[src/rtl/mc_control.sv]
// Multicycle MIPS control unit: Moore FSM that sequences the multicycle datapath,
// with the data-memory wait handshake, an overflow-trap flop and illegal-opcode detection.
module mc_control #(
    parameter int STATEBITS = 4
) (
    input  logic                 clk,
    input  logic                 reset,
    input  logic [5:0]           op,
    input  logic [5:0]           funct,
    input  logic                 zero,
    input  logic                 sign,
    input  logic                 overflow,
    input  logic                 memready,
    output logic                 memwrite,
    output logic                 memtoreg,
    output logic                 iord,
    output logic                 regwrite,
    output logic                 regdst,
    output logic                 irwrite,
    output logic                 pcen,
    output logic [1:0]           pcsource,
    output logic [1:0]           alusrca,
    output logic [1:0]           alusrcb,
    output logic [4:0]           alucont,
    output logic                 ovf_trap,
    output logic                 illegal,
    output logic [STATEBITS-1:0] state
);
    typedef enum logic [3:0] {
        FETCH = 4'd0, DECODE = 4'd1, MEMADR = 4'd2, MEMRD = 4'd3, MEMWB = 4'd4,
        MEMWR = 4'd5, REX = 4'd6, RWB = 4'd7, BRANCH = 4'd8, JUMP = 4'd9,
        JR = 4'd10, IEX = 4'd11, IWB = 4'd12
    } state_t;

    localparam logic [5:0] OP_R = 6'b000000, OP_LW = 6'b100011, OP_SW = 6'b101011;
    localparam logic [5:0] OP_BEQ = 6'b000100, OP_BNE = 6'b000101, OP_J = 6'b000010;
    localparam logic [5:0] OP_ADDI = 6'b001000, OP_ADDIU = 6'b001001, OP_SLTI = 6'b001010;

    localparam logic [5:0] F_ADD = 6'b100000, F_ADDU = 6'b100001, F_SUB = 6'b100010;
    localparam logic [5:0] F_SUBU = 6'b100011, F_AND = 6'b100100, F_OR = 6'b100101;
    localparam logic [5:0] F_XOR = 6'b100110, F_NOR = 6'b100111, F_SLT = 6'b101010;
    localparam logic [5:0] F_JR = 6'b001000;

    localparam logic [4:0] ALU_ADD = 5'b00000, ALU_SUB = 5'b00001, ALU_AND = 5'b00010;
    localparam logic [4:0] ALU_OR = 5'b00011, ALU_XOR = 5'b00100, ALU_NOR = 5'b00101;
    localparam logic [4:0] ALU_SLT = 5'b00110;

    state_t state_q, state_d, out_state;
    logic   ovf_q, ovf_d;
    logic   op_legal;
    logic   unused_sign;

    // sign is reserved for blez/bgtz and has no effect yet
    assign unused_sign = sign;

    function automatic logic [4:0] rtype_alu(input logic [5:0] f);
        case (f)
            F_ADD, F_ADDU: return ALU_ADD;
            F_SUB, F_SUBU: return ALU_SUB;
            F_AND:         return ALU_AND;
            F_OR:          return ALU_OR;
            F_XOR:         return ALU_XOR;
            F_NOR:         return ALU_NOR;
            F_SLT:         return ALU_SLT;
            default:       return ALU_ADD;
        endcase
    endfunction

    always_comb begin
        case (op)
            OP_R:    op_legal = funct inside {F_ADD, F_ADDU, F_SUB, F_SUBU, F_AND,
                                              F_OR, F_XOR, F_NOR, F_SLT, F_JR};
            OP_LW, OP_SW, OP_BEQ, OP_BNE, OP_J,
            OP_ADDI, OP_ADDIU, OP_SLTI: op_legal = 1'b1;
            default: op_legal = 1'b0;
        endcase
    end

    always_comb begin
        state_d = FETCH;
        ovf_d   = ovf_q;
        case (state_q)
            FETCH: begin
                state_d = DECODE;
                ovf_d   = 1'b0;
            end
            DECODE: begin
                if (!op_legal) begin
                    state_d = FETCH;
                end else begin
                    case (op)
                        OP_R:          state_d = (funct == F_JR) ? JR : REX;
                        OP_LW, OP_SW:  state_d = MEMADR;
                        OP_BEQ, OP_BNE: state_d = BRANCH;
                        OP_J:          state_d = JUMP;
                        default:       state_d = IEX;
                    endcase
                end
            end
            MEMADR: state_d = (op == OP_LW) ? MEMRD : MEMWR;
            MEMRD:  state_d = memready ? MEMWB : MEMRD;
            MEMWR:  state_d = memready ? FETCH : MEMWR;
            REX: begin
                state_d = RWB;
                ovf_d   = overflow & ((funct == F_ADD) | (funct == F_SUB));
            end
            IEX: begin
                state_d = IWB;
                ovf_d   = overflow & (op == OP_ADDI);
            end
            default: state_d = FETCH;
        endcase
    end

    always_ff @(posedge clk) begin
        if (reset) begin
            state_q <= FETCH;
            ovf_q   <= 1'b0;
        end else begin
            state_q <= state_d;
            ovf_q   <= ovf_d;
        end
    end

    // During reset the outputs show FETCH with every strobe held low
    assign out_state = reset ? FETCH : state_q;
    assign state     = STATEBITS'(out_state);

    always_comb begin
        memwrite = 1'b0;
        memtoreg = 1'b0;
        iord     = 1'b0;
        regwrite = 1'b0;
        regdst   = 1'b0;
        irwrite  = 1'b0;
        pcen     = 1'b0;
        pcsource = 2'b00;
        alusrca  = 2'b00;
        alusrcb  = 2'b00;
        alucont  = ALU_ADD;
        ovf_trap = 1'b0;
        illegal  = 1'b0;
        case (out_state)
            FETCH: begin
                alusrcb = 2'b01;
                pcen    = ~reset;
                irwrite = ~reset;
            end
            DECODE: begin
                alusrcb = 2'b11;
                illegal = ~op_legal;
            end
            MEMADR: begin
                alusrca = 2'b01;
                alusrcb = 2'b10;
            end
            MEMRD: iord = 1'b1;
            MEMWB: begin
                memtoreg = 1'b1;
                regwrite = 1'b1;
            end
            MEMWR: begin
                iord     = 1'b1;
                memwrite = 1'b1;
            end
            REX: begin
                alusrca = 2'b01;
                alucont = rtype_alu(funct);
            end
            RWB: begin
                regdst   = 1'b1;
                regwrite = ~ovf_q;
                ovf_trap = ovf_q;
            end
            IEX: begin
                alusrca = 2'b01;
                alusrcb = 2'b10;
                alucont = (op == OP_SLTI) ? ALU_SLT : ALU_ADD;
            end
            IWB: begin
                regwrite = ~ovf_q;
                ovf_trap = ovf_q;
            end
            BRANCH: begin
                alusrca  = 2'b01;
                alucont  = ALU_SUB;
                pcsource = 2'b01;
                pcen     = (op == OP_BEQ) ? zero : ~zero;
            end
            JUMP: begin
                pcsource = 2'b10;
                pcen     = 1'b1;
            end
            JR: begin
                pcsource = 2'b11;
                pcen     = 1'b1;
            end
            default: ;
        endcase
    end
endmodule

[config.mk]
export PLATFORM = sky130hd
export DESIGN_NAME = mc_control
export DESIGN_NICKNAME = d
export VERILOG_FILES = /design/src/rtl/mc_control.sv
export SDC_FILE = /design/constraint.sdc
export NUM_CORES = 1
export LEC_CHECK = 0
export ABC_AREA = 1
export BUFFER_PORTS_ARGS = -buffer_cell sky130_fd_sc_hd__buf_2
export CAP_MARGIN = 20
export CORE_UTILIZATION = 35
export CTS_CLUSTER_SIZE = 8
export DETAILED_ROUTE_END_ITERATION = 10
export HOLD_SLACK_MARGIN = 0.05
export SYNTH_ARGS = -nofsm -noshare
export SYNTH_HDL_FRONTEND = slang
export SYNTH_SLANG_ARGS = --single-unit
[constraint.sdc]
create_clock -name clk -period 1.6 [get_ports clk]
set_clock_uncertainty 0.05 [all_clocks]
set_input_delay 0.4 -clock clk [delete_from_list [all_inputs] [get_ports clk]]
set_output_delay 0.4 -clock clk [all_outputs]
set_load 0.1 [all_outputs]
==> impl_metrics.yaml, run 1 <==
run_status:
  outcome: "stopped before the end"
  haltStage: "4_1_cts"
  stop_error: "[ERROR DPL-0038] Utilization greater than 100%, impossible to legalize"
synthesis:
  syn_inst: 152
  ys_warn_count: 0
  synth.cell_area_um2: 798
  synth.avg_cell_area_um2: 5.25
  ys.flop_type: "dfxtp_1"
  synth_area_leaders: "nor2_1, nand2_1, dfxtp_1"
  yosysMostFrequentCell: "nor2_1"
  async_flop_share: 0
  synth_seq_area_share: 0.125
  synth_commonest_cells: "nor2_1, nand2_1, inv_1"
  ys_ff_latch: 5
  synth_cell_types: 25
  yosys.area.top_type: "nor2_1"
  synth_top_area_share: 0.155
  synth-edff-count: 0
place:
  hpwlAfterDp_mm: 3.06
  place_ws_ps: -336
  dpl.cell_count: 255
  gp_congestion: 0.912
  dpl_cell_area_um2: 1840
  portBuffers: 37
cts:
  root_buffer: "clkbuf_4"
  cts_made_buffers: 3
  clock-sinks: 5
  cts_resized: 42
  hold_buffers: 0
  clockBufferDepth: 2
  cts_max_level: 1
  cts_setup_buffers: 12
die:
  dieWidth_um: 49.8
  num_rows: 16
  die_y_um: 49.8
  ios: 42
  initial_core_util: 0.391
==> through the flow <==
stage          hold slack, ps   util
2_1_floorplan             514      -
3_3_place_gp              614  0.900
3_5_place_dp              633  0.900
==> kinds of logic after synthesis <==
family,after synthesis,synth area share
compound gates,20,0.143
buf+inv,28,0.146
flops,5,0.125
xor+xnor,1,0.0110
simple gates,97,0.571
other cells,1,0.00470
==> run 2, diff against run 1 <==
--- a/config.mk
+++ b/config.mk
@@ -8,10 +8,9 @@
 export ABC_AREA = 1
 export BUFFER_PORTS_ARGS = -buffer_cell sky130_fd_sc_hd__buf_2
 export CAP_MARGIN = 20
-export CORE_UTILIZATION = 35
-export CTS_CLUSTER_SIZE = 8
+export CORE_UTILIZATION = 20
 export DETAILED_ROUTE_END_ITERATION = 10
-export HOLD_SLACK_MARGIN = 0.05
+export PLACE_DENSITY_LB_ADDON = 0.15
 export SYNTH_ARGS = -nofsm -noshare
 export SYNTH_HDL_FRONTEND = slang
 export SYNTH_SLANG_ARGS = --single-unit
==> impl_metrics.yaml, run 2 <==
run_status:
  outcome: "finished, violations left"
  failed_checks: "setup timing"
power:
  internal_power_mw: 0.494
  power_frac_comb: 0.575
  power-per-cell-area_nw_per_um2: 366
  power.share.clock: 0.267
  ir_drop_mv: 0.197
  power_mw: 0.861
  power_switching_mw: 0.367
  sequentialPowerShare: 0.158
  leakagePower_nw: 1.02
  swShare: 0.426
die:
  num_rows: 22
  ios: 42
  dieArea_um2: 4250
  initial_core_util: 0.213
  dieWidth_um: 65.2
  coreArea_um2: 3740
  die_y_um: 65.2
synthesis:
  async_flop_share: 0
  synth_top_area_share: 0.155
  synth.avg_cell_area_um2: 5.25
  synth_cell_types: 25
  yosys.area.top_type: "nor2_1"
  synth.cell_area_um2: 798
  syn_inst: 152
  yosysMostFrequentCell: "nor2_1"
  synth_seq_area_share: 0.125
  ys_warn_count: 0
  ys.flop_type: "dfxtp_1"
  synth-edff-count: 0
  synth_commonest_cells: "nor2_1, nand2_1, inv_1"
  synth_area_leaders: "nor2_1, nand2_1, dfxtp_1"
  ys_ff_latch: 5
global_route:
  overflow: 0
  grt_pass1_wl_mm: 5.69
  antenna_found_initial: 0
  grt_max_degree: 7
  grt_use_total: 0.169
  grt_pass1_vias: 1358
finish:
  syn_to_final_growth_pct: 195
  largest_register: "state_q"
  largest_reg_flops: 4
  drive_gt1_frac: 0.751
  stdcell_area_um2: 2350
  nets: 268
  final_util: 0.629
  layout_common_cells: "buf_4, nor2_4, buf_12, buf_6, nand2_1"
  top_regs: "state_q (4), ovf_q (1)"
  final_common_cell: "buf_4"
  fin_cells: 297
  fillerInstances: 320
  diodes: 0
setup_path:
  crit_chain: "inv_4 > nor2_4 > nand2_4 > nor2_4 > inv_2 > o211ai_1 > clkbuf_16"
  crit_required_ps: 1150
  arrival_ps: 1450
  path_class: "reg2out"
  critical_path_depth: 7
  cp_max_fo: 5
  crit_family: "buffers and inverters"
  end_kind: "output port"
  max_stage_delay_ps: 330
  reg2reg_depth: 9
  cp_common_cell: "nor2_4"
  path_buf_inv: 3
  rrSetupSlack_ps: 160
  crit_slowest_cell: "dfxtp_2"
  startpoint_type: "flip-flop"
cts:
  root_buffer: "clkbuf_8"
  clockBufferDepth: 2
  cts_tree: "yes"
  cts_max_level: 1
  cts_made_buffers: 3
  clock-sinks: 5
  clk_pin_slew_ps: 30
  hold_buffers: 0
  clk_latency_ps: 220
sta:
  fmax_mhz: 527
  final_max_slew_viol_count: 0
  finalSetupTns_ps: -4070
  timing.hold.ws_ps: 473
  setup_slack_ps: -299
  rsz0062_at_grt: "true"
  fin_crit_ps: 1900
  post-route-period-util: 1.19
  hold_viol: 0
  setup_viol: 20
routing:
  viasPerCell: 4.60
  drt_iter0_markers: 38
  drc: 0
  first_pass_iters: 4
  antenna_left: 0
  wl_per_cell_um: 12.1
  routed-via-count: 1365
  wirelength_mm: 3.60
place:
  dpl_cell_area_um2: 1910
  place_ws_ps: -341
  portBuffers: 37
  hpwlAfterDp_mm: 2.72
  gp_congestion: 0.810
  dpl.cell_count: 280
worst_hold_path:
  hold_depth: 3
  hold_class: "in2reg"
run:
  drv_cap: 0
run 2: layer usage:
metal	routed length, µm	vias to the layer above	GRT usage
li1	-	682	-
met1	1410	627	0.193
met2	1960	46	0.321
met3	157	10	0.00694
met4	76	0	0.0707
met5	0	-	0
run 2: cell families after synthesis:
| family | Yosys count | share of synthesized area |
|---|---|---|
| flip-flops | 5 | 0.125 |
| AND/OR/NAND/NOR | 97 | 0.571 |
| other | 1 | 0.00470 |
| buffers and inverters | 28 | 0.146 |
| XOR/XNOR | 1 | 0.0110 |
| AO/OA/AOI/OAI | 20 | 0.143 |
run 2: worst paths after layout:
check	from	endpoint
max	state_q[3]	pcen
min	overflow	ovf_q
max reg2reg	state_q[2]	state_q[1]
min reg2reg	state_q[0]	state_q[0]
run 2: cell type report:
cell class / instances / area (µm²) / share of cell area
Tap cell: 48 / 60.1 / 0.0255
Inverter: 24 / 128 / 0.0542
Sequential cell: 5 / 110 / 0.0468
Multi-Input combinational cell: 121 / 951 / 0.404
Clock buffer: 4 / 45.0 / 0.0191
Timing Repair Buffer: 95 / 1060 / 0.451
run 2: what timing repair did:
item,in CTS,in global routing
pin swaps,23,25
setup buffers,8,5
gates resized for setup,44,40
endpoints found under the setup margin,18,20
run 2: tightest hold or removal path: stages:
cell and delay, ps:
buf_2 90, a21oi_1 60, a211oi_1 150
run 2: power by group through the flow:
stage / Clock [mW] / Sequential [mW] / Combinational [mW]
6_report: 0.230 / 0.136 / 0.495
5_1_grt: 0.244 / 0.137 / 0.518
2_1_floorplan: 0 / 0.136 / 0.251
3_5_place_dp: 0 / 0.137 / 0.427
3_3_place_gp: 0 / 0.137 / 0.420
4_1_cts: 0.233 / 0.137 / 0.460
Note: power is estimated with default switching activity, not from simulation.
==> run 3, diff against run 2 <==
--- a/config.mk
+++ b/config.mk
@@ -10,7 +10,7 @@
 export CAP_MARGIN = 20
 export CORE_UTILIZATION = 20
 export DETAILED_ROUTE_END_ITERATION = 10
-export PLACE_DENSITY_LB_ADDON = 0.15
+export PLACE_DENSITY = 0.44
 export SYNTH_ARGS = -nofsm -noshare
 export SYNTH_HDL_FRONTEND = slang
 export SYNTH_SLANG_ARGS = --single-unit
==> constraint.sdc (replaced) <==
create_clock -name clk -period 1.8 [get_ports clk]
set_clock_uncertainty 0.05 [all_clocks]
set_input_delay 0.45 -clock clk [delete_from_list [all_inputs] [get_ports clk]]
set_output_delay 0.45 -clock clk [all_outputs]
set_load 0.1 [all_outputs]
==> impl_metrics.yaml, run 3 (synthesized netlist as in run 2, its figures left out) <==
place:
  place_ws_ps: -218
  portBuffers: 37
  dpl.cell_count: 275
  hpwlAfterDp_mm: 2.61
  gp_congestion: 0.871
  dpl_cell_area_um2: 1860
finish:
  stdcell_area_um2: 2170
  fin_cells: 288
  diodes: 0
  fillerInstances: 359
  nets: 259
  final_util: 0.580
  final_common_cell: "buf_4"
  top_regs: "state_q (4), ovf_q (1)"
  largest_register: "state_q"
  layout_common_cells: "buf_4, nor2_4, buf_12, nand2_1, nand3_1"
  drive_gt1_frac: 0.721
  largest_reg_flops: 4
  syn_to_final_growth_pct: 172
cts:
  root_buffer: "clkbuf_8"
  cts_made_buffers: 3
  clock-sinks: 5
  clockBufferDepth: 2
  hold_buffers: 0
  clk_latency_ps: 220
  clk_pin_slew_ps: 40
  cts_max_level: 1
  cts_tree: "yes"
routing:
  wirelength_mm: 3.18
  drc: 0
  viasPerCell: 4.48
  antenna_left: 0
  wl_per_cell_um: 11.0
  first_pass_iters: 4
  routed-via-count: 1291
  drt_iter0_markers: 19
power:
  power-per-cell-area_nw_per_um2: 345
  power_mw: 0.748
  leakagePower_nw: 0.932
  ir_drop_mv: 0.259
die:
  dieWidth_um: 65.2
  die_y_um: 65.2
  coreArea_um2: 3740
  ios: 42
  dieArea_um2: 4250
  initial_core_util: 0.213
  num_rows: 22
sta:
  finalSetupTns_ps: -1820
  hold_viol: 0
  timing.hold.ws_ps: 530
  final_max_slew_viol_count: 0
  post-route-period-util: 1.13
  fin_crit_ps: 2030
  fmax_mhz: 493
  setup_viol: 16
  setup_slack_ps: -229
  rsz0062_at_grt: "true"
run:
  drv_cap: 0
setup_path:
  timing.rr.end: "state_q[0]"
  worstSetupEndpoint: "regwrite"
  arrival_ps: 1530
  reg2reg_depth: 8
  cp-startpoint: "state_q[3]"
  path_class: "reg2out"
  crit_required_ps: 1300
  reg2reg_from: "state_q[3]"
  cp_max_fo: 5
  path_buf_inv: 4
  startpoint_type: "flip-flop"
  cp_common_cell: "buf_4"
  end_kind: "output port"
  rrSetupSlack_ps: 460
  max_stage_delay_ps: 330
  crit_family: "buffers and inverters"
  crit_chain: "inv_4 > buf_4 > nor4_2 > buf_4 > nor2_4 > o22ai_4 > buf_12"
  critical_path_depth: 7
  crit_slowest_cell: "dfxtp_2"
global_route:
  antenna_found_initial: 0
  grt_pass1_vias: 1265
  grt_max_degree: 7
  overflow: 0
  grt_use_total: 0.159
  grt_pass1_wl_mm: 5.36
run_status:
  failed_checks: "setup timing"
  outcome: "finished, violations left"
worst_hold_path:
  hold_class: "in2reg"
==> run 3: how the worst min path moves through the flow <==
stage	from	end	slack (ps)	cells after the start
3_3_place_gp	state_q[3]	state_q[3]	580	4
4_1_cts	overflow	ovf_q	510	3
3_5_place_dp	state_q[3]	state_q[3]	590	4
6_report	overflow	ovf_q	530	3
5_1_grt	overflow	ovf_q	530	3
2_1_floorplan	state_q[2]	state_q[3]	500	3
==> run 3: layer usage <==
| metal | GRT usage | routed length (µm) |
|---|---|---|
| met5 | 0 | 0 |
| met3 | 0.0330 | 114 |
| met2 | 0.314 | 1780 |
| met4 | 0.0163 | 19 |
| met1 | 0.176 | 1260 |
==> run 3: final cells by class <==
cell class,instances,area [µm²],area share
Clock inverter,1,5.00,0.00231
Tap cell,48,60.1,0.0277
Timing Repair Buffer,86,927,0.427
Sequential cell,5,110,0.0507
Clock buffer,3,41.3,0.0190
Inverter,24,125,0.0576
Multi-Input combinational cell,121,902,0.416
==> run 3: what timing repair did <==
item	CTS	global route
setup buffers	6	3
resized for setup	38	19
pin swaps	17	11
setup endpoints to repair	16	17
==> run 3: worst register-to-register path, stage by stage (launching register included) <==
cell     delay (ps)
dfxtp_2         320
inv_4           100
nand2_2          70
buf_4           140
nor2_1          150
nand2_1         110
o21ai_0         110
nor2_1           70
a21oi_1         140
==> run 3: report_power, final <==
group / internal (mW) / switching (mW)
logic: 0.162 / 0.256
registers: 0.114 / 0.00591
clock network: 0.149 / 0.0608
total: 0.425 / 0.323
==> run 4, diff against run 3 <==
--- a/config.mk
+++ b/config.mk
@@ -5,12 +5,11 @@
 export SDC_FILE = /design/constraint.sdc
 export NUM_CORES = 1
 export LEC_CHECK = 0
-export ABC_AREA = 1
 export BUFFER_PORTS_ARGS = -buffer_cell sky130_fd_sc_hd__buf_2
 export CAP_MARGIN = 20
 export CORE_UTILIZATION = 20
 export DETAILED_ROUTE_END_ITERATION = 10
-export PLACE_DENSITY = 0.44
+export PLACE_DENSITY = 0.42
 export SYNTH_ARGS = -nofsm -noshare
 export SYNTH_HDL_FRONTEND = slang
 export SYNTH_SLANG_ARGS = --single-unit
==> impl_metrics.yaml, run 4 <==
sta:
  setup_viol: 16
  post-route-period-util: 1.12
  rsz0062_at_grt: "true"
  fin_crit_ps: 2020
  final_max_slew_viol_count: 0
  fmax_mhz: 495
  hold_viol: 0
  setup_slack_ps: -219
synthesis:
  synthAdderAreaFrac: 0
  yosys.area_share.simple: 0.410
  synth_compound_area_frac: 0.321
  synth.avg_cell_area_um2: 6.57
  synth_cell_types: 46
  yosys.area.top_type: "dfxtp_1"
  ys_ff_latch: 5
  synth-edff-count: 0
  synth_commonest_cells: "nor2_1, nand2_1, nor3_1"
  synthMuxAreaShare: 0.0315
  yosysMostFrequentCell: "nor2_1"
  synth_top_family_by_area: "simple AND/OR/NAND/NOR gates"
  syn_inst: 145
  async_flop_share: 0
  synth_area_leaders: "dfxtp_1, nor2_1, nor3_1"
  synth_top_area_share: 0.105
  ys.flop_type: "dfxtp_1"
  synth_seq_area_share: 0.105
  synth_xor_area_frac: 0.0368
  ys_warn_count: 0
  synth.cell_area_um2: 952
finish:
  largest_reg_flops: 4
  fillerInstances: 408
  diodes: 0
  final_common_cell: "buf_4"
  top_regs: "state_q (4), ovf_q (1)"
  drive_gt1_frac: 0.715
  stdcell_area_um2: 2590
  layout_common_cells: "buf_4, buf_12, buf_6, nor2_4, buf_2"
  fin_cells: 294
  largest_register: "state_q"
  syn_to_final_growth_pct: 172
  nets: 261
  final_util: 0.579
global_route:
  grt_pass1_vias: 1400
  grt_max_degree: 14
  antenna_found_initial: 0
  grt_pass1_wl_mm: 6.60
  overflow: 0
  grt_use_total: 0.164
place:
  dpl_cell_area_um2: 2120
  place_ws_ps: -327
  dpl.cell_count: 276
  gp_congestion: 0.814
  hpwlAfterDp_mm: 3.26
  portBuffers: 37
power:
  ir_drop_mv: 0.323
  power_frac_comb: 0.618
  power_mw: 0.861
  power_switching_mw: 0.362
  power.share.clock: 0.244
  internal_power_mw: 0.498
  power-per-cell-area_nw_per_um2: 332
  leakagePower_nw: 1.02
  sequentialPowerShare: 0.138
  swShare: 0.421
cts:
  clock-sinks: 5
  hold_buffers: 0
  clk_pin_slew_ps: 30
  root_buffer: "clkbuf_8"
  cts_max_level: 1
  cts_made_buffers: 3
  clockBufferDepth: 2
  cts_tree: "yes"
  clk_latency_ps: 220
setup_path:
  end_kind: "output port"
  crit_chain: "buf_12 > or3_4 > o21ai_2 > and2_4 > buf_12"
  cp_max_fo: 5
  crit_required_ps: 1300
  arrival_ps: 1520
  startpoint_type: "flip-flop"
  cp_common_cell: "buf_12"
  path_class: "reg2out"
  crit_family: "simple AND/OR/NAND/NOR gates"
  path_buf_inv: 2
  max_stage_delay_ps: 420
  crit_slowest_cell: "or3_4"
die:
  coreArea_um2: 4470
  ios: 42
  num_rows: 24
  initial_core_util: 0.213
  dieArea_um2: 5040
  die_y_um: 71
  dieWidth_um: 71
routing:
  first_pass_iters: 7
  wirelength_mm: 4.18
  routed-via-count: 1473
  antenna_left: 0
  drc: 2
  wl_per_cell_um: 14.2
  viasPerCell: 5.01
  drt_iter0_markers: 55
run_status:
  failed_checks: "DRC, setup timing"
  outcome: "finished, violations left"
worst_hold_path:
  hold_class: "in2reg"
run:
  drv_cap: 0
## run 4: cell count changes in the layout (fill, tap and decap cells not counted), moves of 5 or more
cell and change:
nand3_1 -8, inv_1 -6, nor2_1 -7, nand3_2 -5, nor2b_4 +5, inv_2 -6, nand2_2 -10, nand2_1 -5
nand4b_1 +5, nand2_4 -6, buf_4 +6, inv_4 -6, buf_6 +11, nor2_4 -13
## run 4: per-layer routing
metal / GRT usage / part of all wire
met1: 0.199 / 0.41
met2: 0.304 / 0.54
met3: 0.00997 / 0.032
met4: 0.0600 / 0.010
met5: 0 / 0
## run 4: final timing paths
check,to,slack [ps],cells past startpoint,start
min,ovf_q,520,3,overflow
max reg2reg,ovf_q,110,7,state_q[3]
min reg2reg,ovf_q,550,2,ovf_q
max,regwrite,-220,5,state_q[1]
## run 4: logic make-up (layout without fill, tap and decap cells)
kind of cell              Yosys count  after routing
AOI/OAI and AO/OA                  44             44
xor gates and xnor gates            4              4
buffers and inverters              16            111
DFF                                 5              5
muxes                               3              3
other                               1              3
and+or+nand+nor                    72             72
## run 4: power groups by stage
stage,Clock (mW),Sequential (mW),Combinational [mW]
detailed placement,0,0.121,0.437
finish,0.210,0.119,0.532
global route,0.226,0.119,0.557
CTS,0.212,0.119,0.494
floorplan,0,0.118,0.273
global placement,0,0.122,0.429
## run 4: tightest hold or removal path, delay by kind of cell
family | cells | cell delay (ps)
buffers and inverters | 1 | 100
AO/OA/AOI/OAI | 2 | 180
## run 4: timing repair
action,in CTS,in global routing
resized for setup,60,19
setup buffers,9,6
setup endpoints to repair,19,21
pin swaps,21,15
gates cloned,0,0
endpoints found under the hold margin,0,0
## run 4: layout make-up
cell class                 count  area, µm²  share of cell area
multi-input combinational    126       1220               0.471
tap                           52       65.1              0.0251
sequential                     5        113              0.0435
inverter                       3       11.3             0.00435
clock buffer                   4       45.0              0.0174
timing repair buffer         104       1140               0.439
## run 4: through the flow
| step | setup TNS, ps | hold slack, ps |
|---|---|---|
| 6_report | -2180 | 516 |
| 5_1_grt | -3110 | 549 |
| 4_1_cts | -2450 | 500 |
| 3_5_place_dp | -3370 | 523 |
| 3_3_place_gp | -2720 | 496 |
| 2_1_floorplan | -6790 | 456 |
